$ cat config.mk
export PLATFORM = sky130hd
export DESIGN_NAME = pool_row_feeder_flat
export DESIGN_NICKNAME = d
export VERILOG_FILES = /design/src/rtl/pool_row_feeder_if.sv /design/src/rtl/pool_row_feeder.sv /design/src/flat_wrapper.sv
export SDC_FILE = /design/constraint.sdc
export NUM_CORES = 1
export LEC_CHECK = 0
export CORE_AREA = 2 2 201 203
export CTS_CLUSTER_DIAMETER = 40
export DETAILED_ROUTE_END_ITERATION = 10
export DIE_AREA = 0 0 203 205
export PLACE_DENSITY = 0.74
export SYNTH_ARGS = -nofsm -noshare
export SYNTH_HDL_FRONTEND = slang
export SYNTH_SLANG_ARGS = --single-unit
$ cat constraint.sdc
create_clock -name clk -period 4.49 [get_ports clk]
set_clock_uncertainty 0.2 [all_clocks]
set_input_delay 1.1225 -clock clk [delete_from_list [all_inputs] [get_ports clk]]
set_output_delay 1.1225 -clock clk [all_outputs]
set_load 0.1 [all_outputs]
$ cat src/rtl/pool_row_feeder_if.sv
// Pixel-in / pooled-pair-out bundle between the activation stream, the row feeder and the
// 2x2 max-pool stage.
interface pool_row_feeder_if #(
  parameter int unsigned BIT_WIDTH = 16,
  parameter int unsigned IMG_W     = 28,
  parameter int unsigned IMG_H     = 28
);
  localparam int unsigned NumPool = IMG_W * IMG_H / 4;
  localparam int unsigned IdxW    = (NumPool > 1) ? $clog2(NumPool) : 1;

  logic                        in_valid;
  logic signed [BIT_WIDTH-1:0] in_data;
  logic signed [BIT_WIDTH-1:0] row1_out;
  logic signed [BIT_WIDTH-1:0] row2_out;
  logic                        pool_en;
  logic                        pool_valid;
  logic [IdxW-1:0]             pool_idx;
  logic                        frame_done;

  modport master (
    output in_valid, in_data,
    input  row1_out, row2_out, pool_en, pool_valid, pool_idx, frame_done
  );

  modport slave (
    input  in_valid, in_data,
    output row1_out, row2_out, pool_en, pool_valid, pool_idx, frame_done
  );
endinterface

$ cat src/rtl/pool_row_feeder.sv
// Line-buffered row pairer for a 2x2 max-pool: stores even rows, and on odd rows presents
// vertically aligned pixel pairs plus stride-2 valid flags and pooled-pixel indices.
module pool_row_feeder #(
  parameter int unsigned BIT_WIDTH = 16,
  parameter int unsigned IMG_W     = 28,
  parameter int unsigned IMG_H     = 28
) (
  input logic         clk,
  input logic         rst,
  pool_row_feeder_if.slave bus
);
  localparam int unsigned NumPool = IMG_W * IMG_H / 4;
  localparam int unsigned ColW    = $clog2(IMG_W);
  localparam int unsigned RowW    = $clog2(IMG_H);
  localparam int unsigned IdxW    = (NumPool > 1) ? $clog2(NumPool) : 1;

  localparam logic [ColW-1:0] ColLast = ColW'(IMG_W - 1);
  localparam logic [RowW-1:0] RowLast = RowW'(IMG_H - 1);
  localparam logic [IdxW-1:0] IdxLast = IdxW'(NumPool - 1);

  logic signed [BIT_WIDTH-1:0] line_buf [IMG_W];

  logic [ColW-1:0]             col_q;
  logic [RowW-1:0]             row_q;
  logic [IdxW-1:0]             idx_q;
  logic [IdxW-1:0]             idx_adv;
  logic signed [BIT_WIDTH-1:0] row1_q;
  logic signed [BIT_WIDTH-1:0] row2_q;
  logic                        pool_en_q;
  logic                        pair_q;
  logic                        pool_valid_q;
  logic                        frame_done_q;
  logic                        odd_acc;
  logic                        even_acc;

  assign odd_acc  = bus.in_valid & row_q[0];
  assign even_acc = bus.in_valid & ~row_q[0];

  // No reset: every entry is rewritten on an even row before any odd row reads it.
  always_ff @(posedge clk) begin
    if (even_acc) begin
      line_buf[col_q] <= bus.in_data;
    end
  end

  always_comb begin
    idx_adv = idx_q;
    if (pool_valid_q) begin
      idx_adv = (idx_q == IdxLast) ? '0 : idx_q + 1'b1;
    end
  end

  always_ff @(posedge clk or posedge rst) begin
    if (rst) begin
      col_q        <= '0;
      row_q        <= '0;
      idx_q        <= '0;
      row1_q       <= '0;
      row2_q       <= '0;
      pool_en_q    <= 1'b0;
      pair_q       <= 1'b0;
      pool_valid_q <= 1'b0;
      frame_done_q <= 1'b0;
    end else begin
      pool_en_q <= odd_acc;
      if (odd_acc) begin
        row1_q <= line_buf[col_q];
        row2_q <= bus.in_data;
      end

      if (bus.in_valid) begin
        if (col_q == ColLast) begin
          col_q <= '0;
          row_q <= (row_q == RowLast) ? '0 : row_q + 1'b1;
        end else begin
          col_q <= col_q + 1'b1;
        end
      end

      // Stage 1 aligns with the pool stage latch, stage 2 with its registered max.
      pair_q       <= odd_acc & col_q[0];
      pool_valid_q <= pair_q;
      frame_done_q <= pair_q & (idx_adv == IdxLast);
      idx_q        <= idx_adv;
    end
  end

  assign bus.row1_out   = row1_q;
  assign bus.row2_out   = row2_q;
  assign bus.pool_en    = pool_en_q;
  assign bus.pool_valid = pool_valid_q;
  assign bus.pool_idx   = idx_q;
  assign bus.frame_done = frame_done_q;
endmodule

$ cat src/flat_wrapper.sv
// flat-port wrapper written by rule: the top's interface ports become plain ports
module pool_row_feeder_flat 
#(
  parameter int unsigned BIT_WIDTH = 16,
  parameter int unsigned IMG_W     = 28,
  parameter int unsigned IMG_H     = 28
)
  (clk, rst, bus_in_valid, bus_in_data, bus_row1_out, bus_row2_out, bus_pool_en, bus_pool_valid, bus_pool_idx, bus_frame_done);
  pool_row_feeder_if #(.BIT_WIDTH(BIT_WIDTH), .IMG_W(IMG_W), .IMG_H(IMG_H)) bus_i ();
  input logic clk;
  input logic rst;
  input wire logic [$bits(bus_i.in_valid)-1:0] bus_in_valid;
  input wire logic [$bits(bus_i.in_data)-1:0] bus_in_data;
  output wire logic [$bits(bus_i.row1_out)-1:0] bus_row1_out;
  output wire logic [$bits(bus_i.row2_out)-1:0] bus_row2_out;
  output wire logic [$bits(bus_i.pool_en)-1:0] bus_pool_en;
  output wire logic [$bits(bus_i.pool_valid)-1:0] bus_pool_valid;
  output wire logic [$bits(bus_i.pool_idx)-1:0] bus_pool_idx;
  output wire logic [$bits(bus_i.frame_done)-1:0] bus_frame_done;
  assign bus_i.in_valid = bus_in_valid;
  assign bus_i.in_data = bus_in_data;
  assign bus_row1_out = bus_i.row1_out;
  assign bus_row2_out = bus_i.row2_out;
  assign bus_pool_en = bus_i.pool_en;
  assign bus_pool_valid = bus_i.pool_valid;
  assign bus_pool_idx = bus_i.pool_idx;
  assign bus_frame_done = bus_i.frame_done;
  pool_row_feeder #(.BIT_WIDTH(BIT_WIDTH), .IMG_W(IMG_W), .IMG_H(IMG_H)) u_core (.clk(clk), .rst(rst), .bus(bus_i));
endmodule
; Word-level counts from Yosys, hierarchy flattened
; Memories as Yosys holds them, arrays and structs flattened. A register that Yosys moved wholly into a read port is not among the register bits.
; Index checks and enable logic that the tools add are counted.
[totals]
register_bits = 38
latch_bits = 0
ram_bits = 448
romBits = 0
in_bits = 19
word_cells = 28
memories = 1
[classes]
addsub = 3
mul = 0
n_div = 0
order_cmp = 0
eq_ne = 4
shift = 0
muxes = 6
n_bitwise = 5
n_reduce_logical = 1
[mem_list]
columns = name, depth, word_bits, rd, rd_clocked_by_memory_dff, wr, line
row1 = u_core.line_buf, 28, 16, 1, 1, 1, pool_row_feeder.sv:21  ; logic signed [BIT_WIDTH-1:0] line_buf [IMG_W];
[ops]
columns = cell, n
row1 = $eq A8 B8 Y1 const B, 2
row2 = $mux W8, 2
row3 = $add A5 B1 Y5 const B, 2
row4 = $eq A5 B5 Y1 const B, 2
row5 = $mux W5, 2
row6 = $add A8 B1 Y8 const B, 1
row7 = $and A1 B1 Y1, 4
row8 = $mux W1, 2
row9 = $reduce_and A2 Y1, 1
row10 = $not A1 Y1, 1

; Logic depth before layout (Yosys ltp)
[logic_depth]
ltp_word = 5
mapped_depth = 8
depth_no_buf = 6

; Worst setup path before layout
; No wires, ideal clock.
[synth_path]
path_type = input-to-reg
start = in bus_in_valid
end = mem u_core.line_buf[19][0] (enable)
setup_ns = 0.409
arrival_ns = 2.829
required_ns = 3.881
path_slack_ns = 1.051
cell_stages = 4
path_buffers = 1
path_cell_list = buf_2 -> nor2b_1 -> nand2_1 -> nor3_1
[synth_between]
elab_chain_cells = 3
[synth_rtl]
columns = element, line
row1 = from (decl), flat_wrapper.sv:12  ; input wire logic [$bits(bus_i.in_valid)-1:0] bus_in_valid;
row2 = $and A1 B1 Y1, pool_row_feeder.sv:37  ; assign even_acc = bus.in_valid & ~row_q[0];
row3 = $mux W1, pool_row_feeder.sv:41  ; if (even_acc) begin
row4 = $mux W1 (implied by the code), pool_row_feeder.sv:42  ; line_buf[col_q] <= bus.in_data;
row5 = to (decl), pool_row_feeder.sv:21
; Every way passes these cells.

; Final worst setup path
[layout_path]
start = reg u_core.pool_valid_q (netlist: u_core.bus.pool_valid)
end = out bus_pool_valid
[layout_lines]
columns = element, line
row1 = from (decl), pool_row_feeder.sv:31  ; logic pool_valid_q;
row2 = from (signal assigned), pool_row_feeder.sv:82  ; pool_valid_q <= pair_q;
row3 = to (decl), flat_wrapper.sv:17  ; output wire logic [$bits(bus_i.pool_valid)-1:0] bus_pool_valid;
; No word-level cell between the ends.

==> impl_metrics.tcl <==
set metrics [dict create \
    status "finished clean" \
    synth-main-ff-cell "edfxtp_1" \
    drv_cap 0 \
    yosys_warnings 0 \
    die_w_um 203 \
    routed_wl_um 42500 \
    mappedNetlistArea_um2 19500 \
    multi_input_comb_area_um2 4380 \
    holdBufCountCts 0 \
    slew_headroom_pct 14.4 \
    synth-seq-cells 502 \
    r2r-end "u_core.bus.row1_out[2]$_DFFE_PP0P_" \
    core-area_um2 39400 \
    fin_crit_ns 3.63 \
    cts_setup_buffers 0 \
    clk_latency_ns 0.56 \
    cts.reportedPaths.clkPinSlew_ns 0.06 \
    floorplan.initialDensity_pct 49.5 \
    final_util_pct 57.9 \
    reg2reg_from "u_core.col_q[0]$_DFFE_PP0P_" \
    synth_nets 1061 \
    cp.depth 1 \
    cts_tree "yes" \
    crit_family "buffers and inverters" \
    synth_area_per_cell_um2 18.8 \
    synth_edf_count 448 \
    grt_pass1_wl_um 63700 \
    startpoint_type "register" \
    synth.distinct_cells 53 \
    setup_viol 0 \
    seq_area_um2 14800 \
    crit_arrival_ns 2.31 \
    viasPerCell 5.82 \
    place.gp.congestion 0.834 \
    gr-usage-all-layers_pct 20.9 \
    routedWlPerCell_um 24.7 \
    worst_pin_slew_ns 1.28 \
    r2r_cells 5 \
    final-hold-violation-count 0 \
    syn-instance-count 1036 \
    fin_setup_tns_ns 0 \
    fmax_mhz 275 \
    fin_crit_sh_pct 80.9 \
    synth_area_leaders "edfxtp_1 (69%), mux4_2 (8.8%), dfrtp_1 (6.9%)" \
    drive_above_1_share_pct 20.4 \
    endpoint_kind "primary output" \
    hp-class "reg -> reg" \
    ctsResizeCount 0 \
    synth_area_leader_cell "edfxtp_1" \
    crit_path_cell_trace "clkdlybuf4s50_1" \
    rrSetupSlack_ns 1.34 \
    drcViolationCount 0 \
    cts.sinks 502 \
    insertedDiodeCount 0 \
    detail-route-antenna-nets 0 \
    design.die.area_um2 41600 \
    power.density_nw_per_um2 606 \
    vias 10000 \
    drt_iter0_markers 870 \
    ys_seq_area_share_pct 75.9 \
    timing.hold.ws_ns 0.177 \
    worstSetupPathType "reg -> out" \
    dp_worst_setup_slack_ns 1.04 \
    die_h_um 205 \
    cts_buffer_depth 3 \
    p_leak_nw 7.79 \
    crit_end "bus_pool_valid" \
    num_rows 73 \
    dp_hpwl_um 25600 \
    drv_slew 0 \
    ir_drop_mv 0.399 \
    yosysMostFrequentCell "edfxtp_1" \
    cts_root_buffer "clkbuf_16" \
    synthTopCellsByCount "edfxtp_1 (448), mux2i_1 (83), mux4_2 (76)" \
    path_max_fanout 11 \
    nets 1178 \
    io_pins 62 \
    htree_levels 2 \
    rsz0062_at_grt "no" \
    grt_antenna_before_repair 1 \
    synth_async_sr_flop_share_pct 10.8 \
    fin_ws_ns 0.855 \
    numPortBuffers 61 \
    nFillCells 2835 \
    crit_start "u_core.bus.pool_valid$_DFF_PP0_" \
    grt_max_degree 51 \
    cp_slowest_cell "clkdlybuf4s50_1" \
    syn2layout_area_growth_pct 16.8 \
    numCtsBuffers 52 \
    drtPass1Iterations 6 \
    critPathBufInv 1 \
    grt.overflow.total 0 \
    crit_required_ns 3.17 \
    max_stage_delay_ns 1.21 \
    synth.top_cell.area_share_pct 69.0 \
    grt_pass1_vias 10200 \
]
==> cell type report <==
cell class	instances	share of cell area, %
Multi-Input combinational cell	471	19.2
Timing Repair Buffer	119	4.65
Clock buffer	63	6.03
Tap cell	525	2.88
Inverter	7	0.115
Sequential cell	502	65.0
Clock inverter	34	2.05
==> cells in the final DEF (no fill, tap or decap), drive strengths merged, types with 3 or more instances in the layout <==
cell type        n
buf             58
clkbuf          63
nand2           70
nor3             7
o22ai           42
a211oi          13
mux4            76
nor2            64
clkdlybuf4s50   61
nand4            4
xnor2            4
a211o           13
clkinv          16
inv             13
a22oi           15
mux2             6
clkinvlp         3
ha               6
a21oi            9
edfxtp         448
mux2i           83
nand3            8
nor4             3
bufinv           9
nor2b            5
a31oi            5
o21ai            8
dfrtp           54
==> power breakdown <==
part	internal [mW]	switching (mW)	leakage, nW
Combinational	1.08	2.48	2.20
Sequential	5.44	0.292	4.69
Clock	2.73	1.79	0.892
Total	9.25	4.56	7.79
==> worst min path at each step <==
stage | from | endpoint | slack (ns) | cells past startpoint
3_5_place_dp | u_core.pair_q$_DFF_PP0_ | u_core.bus.pool_valid$_DFF_PP0_ | 0.16 | 0
6_report | u_core.pair_q$_DFF_PP0_ | u_core.bus.pool_valid$_DFF_PP0_ | 0.18 | 0
3_3_place_gp | u_core.pair_q$_DFF_PP0_ | u_core.bus.pool_valid$_DFF_PP0_ | 0.16 | 0
2_1_floorplan | u_core.pair_q$_DFF_PP0_ | u_core.bus.pool_valid$_DFF_PP0_ | 0.15 | 0
4_1_cts | u_core.pair_q$_DFF_PP0_ | u_core.bus.pool_valid$_DFF_PP0_ | 0.18 | 0
5_1_grt | u_core.pair_q$_DFF_PP0_ | u_core.bus.pool_valid$_DFF_PP0_ | 0.19 | 0
==> sequential cells by signal, indices dropped and copies added (netlist names) <==
| signal | count |
|---|---|
| u_core.bus.row1_out | 16 |
| u_core.bus.frame_done | 1 |
| u_core.col_q | 5 |
| u_core.bus.pool_idx | 8 |
| u_core.line_buf | 448 |
| u_core.bus.row2_out | 16 |
| u_core.bus.pool_valid | 1 |
| u_core.pair_q | 1 |
| u_core.bus.pool_en | 1 |
| u_core.row_q | 5 |
==> worst reg2reg max path, delay by kind of cell, from the launching register on <==
family | cells | cell delay, ns
AOI/OAI and AO/OA | 2 | 0.47
muxes | 1 | 0.55
DFF | 1 | 1.07
buffers and inverters | 2 | 0.74
==> kinds of logic after synthesis <==
| family | synth area share [%] |
|---|---|
| buffers and inverters | 1.69 |
| AOI/OAI and AO/OA | 4.38 |
| adders and majority gates | 0.385 |
| DFF | 75.9 |
| and+or+nand+nor | 3.95 |
| xor gates and xnor gates | 0.270 |
| muxes | 13.4 |
==> metal layers <==
| metal | vias to the layer above | global-route usage [%] | routed length, um |
|---|---|---|---|
| met1 | 5186 | 26.8 | 16500 |
| met4 | 0 | 7.87 | 1410 |
| met3 | 87 | 2.82 | 2360 |
| li1 | 4394 | - | - |
| met2 | 355 | 36.4 | 22200 |
| met5 | - | 0 | 0 |
==> metrics by stage <==
step                      cells  cell area (um^2)  power, mW
final                      1721             22800       13.8
after detailed placement   1624             20900       9.37
after floorplan            1036             19500       8.27
after global placement     1624             20900       9.32
after global routing       1721             22800       14.2
after CTS                  1721             22800       13.9
(Power assumes the default switching activity.)
